===== src/rtl/uart_rx_ram_loader.sv =====
// UART 8N1 receiver that streams received characters into the 60x7 character RAM.
// Shares the 16x baud tick with the transmit path; provides write strobe and status flags.
module uart_rx_ram_loader #(
    parameter int         RAMAddressSize = 6,
    parameter int         RAMDepth       = 60,
    parameter logic [7:0] Terminator     = 8'h0D
) (
    input  logic                      clock,
    input  logic                      reset,
    input  logic                      en_16_x_baud,
    input  logic                      rx,
    input  logic                      Enable,
    input  logic                      ClearAddress,
    output logic [RAMAddressSize-1:0] RAMaddress,
    output logic [6:0]                RAMdata,
    output logic                      RAMwrite,
    output logic [7:0]                rx_data,
    output logic                      rx_valid,
    output logic                      FramingError,
    output logic                      BufferFull,
    output logic                      LineDone,
    output logic                      Receiving
);

    // state    | meaning
    // IDLE     | line idle, waiting for a falling edge
    // START    | start bit, validated at mid-bit
    // DATA     | eight data bits, LSB first, sampled at mid-bit
    // STOP     | stop bit, sampled at mid-bit
    // WAITHIGH | bad stop bit seen, wait for line to return high
    // WRITE    | one clock: publish byte, write RAM or flag line end
    typedef enum logic [2:0] {
        IDLE,
        START,
        DATA,
        STOP,
        WAITHIGH,
        WRITE
    } state_t;

    localparam logic [RAMAddressSize-1:0] LAST_ADDR = RAMAddressSize'(RAMDepth - 1);

    state_t     state, state_nxt;
    logic       rx_meta, rx_sync;
    logic [3:0] tick_cnt;
    logic [2:0] bit_cnt;
    logic [7:0] shift_reg;
    logic       shift_en;
    logic       load_data;
    logic       set_ferr;
    logic       is_term;

    assign is_term = (rx_data == Terminator);

    always_ff @(posedge clock or negedge reset) begin
        if (!reset) begin
            rx_meta <= 1'b1;
            rx_sync <= 1'b1;
        end else begin
            rx_meta <= rx;
            rx_sync <= rx_meta;
        end
    end

    always_ff @(posedge clock or negedge reset) begin
        if (!reset) begin
            state    <= IDLE;
            tick_cnt <= '0;
        end else begin
            state <= state_nxt;
            if (state_nxt != state) begin
                tick_cnt <= '0;
            end else if (en_16_x_baud) begin
                tick_cnt <= tick_cnt + 4'd1;
            end
        end
    end

    always_comb begin
        state_nxt = state;
        shift_en  = 1'b0;
        load_data = 1'b0;
        set_ferr  = 1'b0;
        rx_valid  = 1'b0;
        RAMwrite  = 1'b0;
        RAMdata   = '0;
        LineDone  = 1'b0;
        Receiving = 1'b0;
        case (state)
            IDLE: begin
                if (!rx_sync) state_nxt = START;
            end
            START: begin
                Receiving = 1'b1;
                if (en_16_x_baud && tick_cnt == 4'd7) begin
                    state_nxt = rx_sync ? IDLE : DATA;
                end
            end
            DATA: begin
                Receiving = 1'b1;
                if (en_16_x_baud && tick_cnt == 4'd15) begin
                    shift_en = 1'b1;
                    if (bit_cnt == 3'd7) state_nxt = STOP;
                end
            end
            STOP: begin
                Receiving = 1'b1;
                if (en_16_x_baud && tick_cnt == 4'd15) begin
                    if (rx_sync) begin
                        state_nxt = WRITE;
                        load_data = 1'b1;
                    end else begin
                        state_nxt = WAITHIGH;
                        set_ferr  = 1'b1;
                    end
                end
            end
            WAITHIGH: begin
                if (rx_sync) state_nxt = IDLE;
            end
            WRITE: begin
                Receiving = 1'b1;
                rx_valid  = 1'b1;
                state_nxt = IDLE;
                if (is_term) begin
                    LineDone = 1'b1;
                end else if (Enable && !BufferFull) begin
                    RAMwrite = 1'b1;
                    RAMdata  = rx_data[6:0];
                end
            end
            default: state_nxt = IDLE;
        endcase
    end

    always_ff @(posedge clock or negedge reset) begin
        if (!reset) begin
            bit_cnt   <= '0;
            shift_reg <= '0;
            rx_data   <= '0;
        end else begin
            if (state != DATA) begin
                bit_cnt <= '0;
            end else if (shift_en) begin
                bit_cnt <= bit_cnt + 3'd1;
            end
            if (shift_en) shift_reg <= {rx_sync, shift_reg[7:1]};
            if (load_data) rx_data <= shift_reg;
        end
    end

    // ClearAddress wins over the address update of a coinciding write
    always_ff @(posedge clock or negedge reset) begin
        if (!reset) begin
            RAMaddress   <= '0;
            BufferFull   <= 1'b0;
            FramingError <= 1'b0;
        end else if (ClearAddress) begin
            RAMaddress   <= '0;
            BufferFull   <= 1'b0;
            FramingError <= 1'b0;
        end else begin
            if (set_ferr) FramingError <= 1'b1;
            if (LineDone) begin
                RAMaddress <= '0;
            end else if (RAMwrite) begin
                if (RAMaddress == LAST_ADDR) begin
                    BufferFull <= 1'b1;
                end else begin
                    RAMaddress <= RAMaddress + 1'b1;
                end
            end
        end
    end

endmodule


===== config.mk =====
export PLATFORM = sky130hd
export DESIGN_NAME = uart_rx_ram_loader
export DESIGN_NICKNAME = d
export VERILOG_FILES = /design/src/rtl/uart_rx_ram_loader.sv
export SDC_FILE = /design/constraint.sdc
export NUM_CORES = 1
export LEC_CHECK = 0
export ABC_AREA = 1
export BUFFER_PORTS_ARGS = -buffer_cell sky130_fd_sc_hd__clkbuf_2
export CAP_MARGIN = 20
export CORE_ASPECT_RATIO = 1.4
export CORE_MARGIN = 8
export CORE_UTILIZATION = 50
export CTS_CLUSTER_SIZE = 24
export DETAILED_ROUTE_END_ITERATION = 6
export PLACE_DENSITY = 0.73
export SYNTH_ARGS = -nofsm -noshare
export SYNTH_HDL_FRONTEND = slang
export SYNTH_SLANG_ARGS = --single-unit

===== constraint.sdc =====
create_clock -name clock -period 2.2 [get_ports clock]
set_clock_uncertainty 0.2 [all_clocks]
set_input_delay 0.11 -clock clock [delete_from_list [all_inputs] [get_ports clock]]
set_output_delay 0.11 -clock clock [all_outputs]
set_load 0.01 [all_outputs]

==> results.md <==
| Metric | Value | Unit |
|---|---|---|
| Mean routed wirelength per cell | 12.1 | µm |
| NumNets Final | 270 | - |
| Antenna violations before repair | 0 | - |
| Cell with the most instances on the worst path | inv_1 | - |
| Total clock sinks | 36 | - |
| Post-route antenna net violation count | 0 | - |
| RSZ-0062 raised after global routing | false | - |
| Distinct cell type count after synthesis | 28 | - |
| Minimum period implied by the final worst setup slack | 1.92 | ns |
| TritonCTS clock tree | done | - |
| Post-synthesis mux area share | 0.545 | % |
| CTS buffer count | 5 | - |
| Number of cell instances on the worst register-to-register path | 10 | - |
| Static Leakage | 1.17 | nW |
| Req. time, crit path | 1.89 | ns |
| Port buffer count | 32 | - |
| Number of gates on the worst path with buffers counted | 6 | - |
| Clock network fraction of total power | 37.8 | % |
| Internal power contribution | 1.10 | mW |
| Total wire length after detailed routing | 3.66 | mm |
| Area fraction in compound gates after synthesis | 6.81 | % |
| Placeable core area | 0.00358 | mm² |
| Area share of the largest cell type after synthesis | 46.3 | % |
| Outcome | finished, final reports clean | - |
| Setup Buffers After CTS | 0 | - |
| Critical Path Source Type | register | - |
| HPWL after detailed placement | 2.83 | mm |
| Global-route wire length before repair | 6.10 | mm |
| Count of state elements after synthesis | 36 | - |
| Max Slew Vio Count | 0 | - |
| Register share of total power | 48.0 | % |
| Area share of xor/xnor cells in the synthesized design | 2.38 | % |
| Vertical die dimension | 87.7 | µm |
| Drt first-iter violations | 83 | - |
| Switching power share of the total | 27.2 | % |
| X dimension of the die | 67.2 | µm |
| Via count of the first global-routing pass | 1,449 | - |
| Crit path max-delay family | simple AND/OR/NAND/NOR gates | - |
| Hold Path Depth | 6 | - |
| Measured slew at the worst slew-check pin | 0.878 | ns |
| Signal arrival time at the worst endpoint | 1.61 | ns |
| Routability congestion estimate | 0.850 | - |
| Critical path type | register to primary output | - |
| Top-Level Pins | 33 | - |
| Switching power total | 410 | µW |
| Synthesized net count | 229 | - |
| Post-route setup TNS | 0 | ns |
| Area grow syn2layout | 19.3 | % |
| Syn Area/Cell | 8.39 | µm² |
| Number of levels in the clock H-tree | 2 | - |
| Proportion of synthesized chip area in sequential cells | 49.2 | % |
| Initial cell density of the core | 51.3 | % |
| Worst-Skew Late Latency | 0.29 | ns |
| Combinational family with the most area after synthesis | simple AND/OR/NAND/NOR gates | - |
| Buffer levels on the longest clock path | 2 | - |
| Combined global-route utilization of all metal layers | 13.5 | % |
| Area share of fa/ha/maj cells after synthesis | 2.72 | % |
| PnR Total Power | 1.51 | mW |
| Post-synthesis instance total | 219 | - |
| Number of remaining DRC errors | 0 | - |
| Final antenna diode count | 0 | - |
| Iteration count of the initial detailed-routing pass | 6 | - |
| Worst path max stage delay | 0.40 | ns |
| Post-CTS sizing | 0 | - |
| Clock root buffer | clkbuf_8 | - |
| Simple-gate share of the synthesized area | 31.9 | % |
| Number of hold violations in the final report | 0 | - |
| Total setup violations reported at the end of the flow | 0 | - |
| Yosys Warn Count | 0 | - |
| Floorplan die area | 0.00590 | mm² |
| Clock-pin slew on the worst setup and hold paths | 0.07 | ns |
| Power density over the cells | 688 | mW/mm² |
| Most frequent standard cell in the layout excluding fill and tap cells | nand2_1 | - |
| Synth top area cells | dfrtp_1 46%, nand2_1 10%, nor2_1 5.7%, inv_1 5.5%, o21ai_0 4.6% | - |
| Fraction of layout cells with a size suffix above 1 | 23.4 | % |
| Highest-count cells in the layout ignoring fill and taps | 50 x nand2_1, 34 x dfrtp_1, 32 x clkbuf_2, 28 x nor2_1, 27 x inv_1 | - |
| Maximum resistive drop on vdd | 578 | µV |
| Worst path buffer plus inverter count | 3 | - |
| Cell Rows | 26 | - |
| Total global routing overflow | 0 | - |
| Maximum operating frequency | 521 | MHz |
| Routed via count divided by cell count | 5.03 | - |
| Ratio of final minimum period to clock period | 87.3 | % |
| Critical path capture point type | primary output | - |
| Library cell contributing the largest single delay on the critical path | dfrtp_1 | - |
| Largest net degree at the start of global routing | 37 | - |
| Cts hold-fix bufs | 4 | - |
| Overall via count from detail_route | 1,525 | - |
| Cells along the critical path | inv_1 -> nand2_1 -> nor3_1 -> nand3_1 -> inv_1 -> clkbuf_2 | - |
| Number of violations of the max-capacitance limit | 0 | - |
| Highest fanout seen on the critical path | 4 | - |
| Power share of the combinational group | 14.2 | % |
| Kind of path behind the tightest hold check | input port to register | - |
| Largest area contributor in the netlist | dfrtp_1 | - |
| Relative slew slack | 41.5 | % |
| Netlist area before placement | 0.00184 | mm² |
[kinds of logic after synthesis]
group,after synthesis
xor gates and xnor gates,5
and+or+nand+nor,119
DFF,36
buffers and inverters,31
AOI/OAI and AO/OA,23
muxes,1
adders and majority gates,4
[worst reg2reg max path: stages, from the launching register on]
cell and delay, ns:
dfrtp_1 0.40, inv_1 0.08, nand2_1 0.05, nor3_1 0.24, nand2_1 0.15, nand2_2 0.17
inv_2 0.06, nand2_2 0.14, nand2_2 0.10, nand2_1 0.08, nand2_1 0.05
[area by class of cell]
class | count | area, µm²
clock buffers | 5 | 68.8
clock inverters | 3 | 42.5
fillers | 342 | 1390
inverters | 29 | 109
multi-input cells | 152 | 815
flip-flops and latches | 36 | 903
well taps | 42 | 52.6
repair buffers | 36 | 200
[stage by stage]
stage | hold WS, ns | instances | worst slack [ns] | instance area, µm² | utilization (%)
3_3_place_gp | -0.00278 | 291 | 0.396 | 2040 | 57.0
3_5_place_dp | -0.000304 | 291 | 0.391 | 2040 | 57.0
5_1_grt | 0.135 | 303 | 0.132 | 2190 | 61.2
2_1_floorplan | -0.386 | 219 | 0.606 | 1840 | -
4_1_cts | 0.0961 | 303 | 0.258 | 2190 | 61.2
6_report | 0.0934 | 303 | 0.280 | 2190 | 61.2
[Yosys cell counts]
master,instances
clkbuf_2,1
nand2_1,50
mux2i_1,1
o21ai_0,17
or2_2,1
nand2_4,3
ha_1,4
nor2_1,28
nand2_2,6
o21bai_1,1
o21a_1,2
nand4_1,5
nand3_1,14
xnor2_1,2
inv_1,27
xor2_1,3
nand3_2,3
dfstp_2,2
nor3_2,1
nor3_1,5
nor2_8,1
buf_2,1
inv_2,2
nand3_4,1
a21oi_1,2
nor2_4,1
dfrtp_1,34
o211ai_1,1
[power groups by stage]
stage	combinational, mW	sequential (mW)	clock, mW
floorplan	0.161	0.728	0
global placement	0.204	0.734	0
detailed placement	0.207	0.736	0
CTS	0.214	0.723	0.592
global route	0.241	0.728	0.615
finish	0.214	0.724	0.571
[routing by layer]
metal	global-route usage (%)	share of wire, %	vias to the layer above	wire (µm)
li1	-	-	782	-
met1	14.5	40	714	1460
met2	23.4	52	24	1920
met3	2.94	5.6	5	206
met4	7.82	2.1	0	76
met5	0	0	-	0
[final timing paths]
| path | to | slack (ns) | startpoint |
|---|---|---|---|
| max | LineDone | 0.28 | rx_data[5] |
| min | RAMaddress[0] | 0.09 | Enable |
| max reg2reg | RAMaddress[2] | 0.38 | rx_data[5] |
| min reg2reg | rx_sync | 0.16 | rx_meta |
| max in group asynchronous | bit_cnt[2] | 0.98 | reset |
| min in group asynchronous | RAMaddress[4] | 0.27 | reset |
Note: power is estimated with default switching activity, not from simulation.
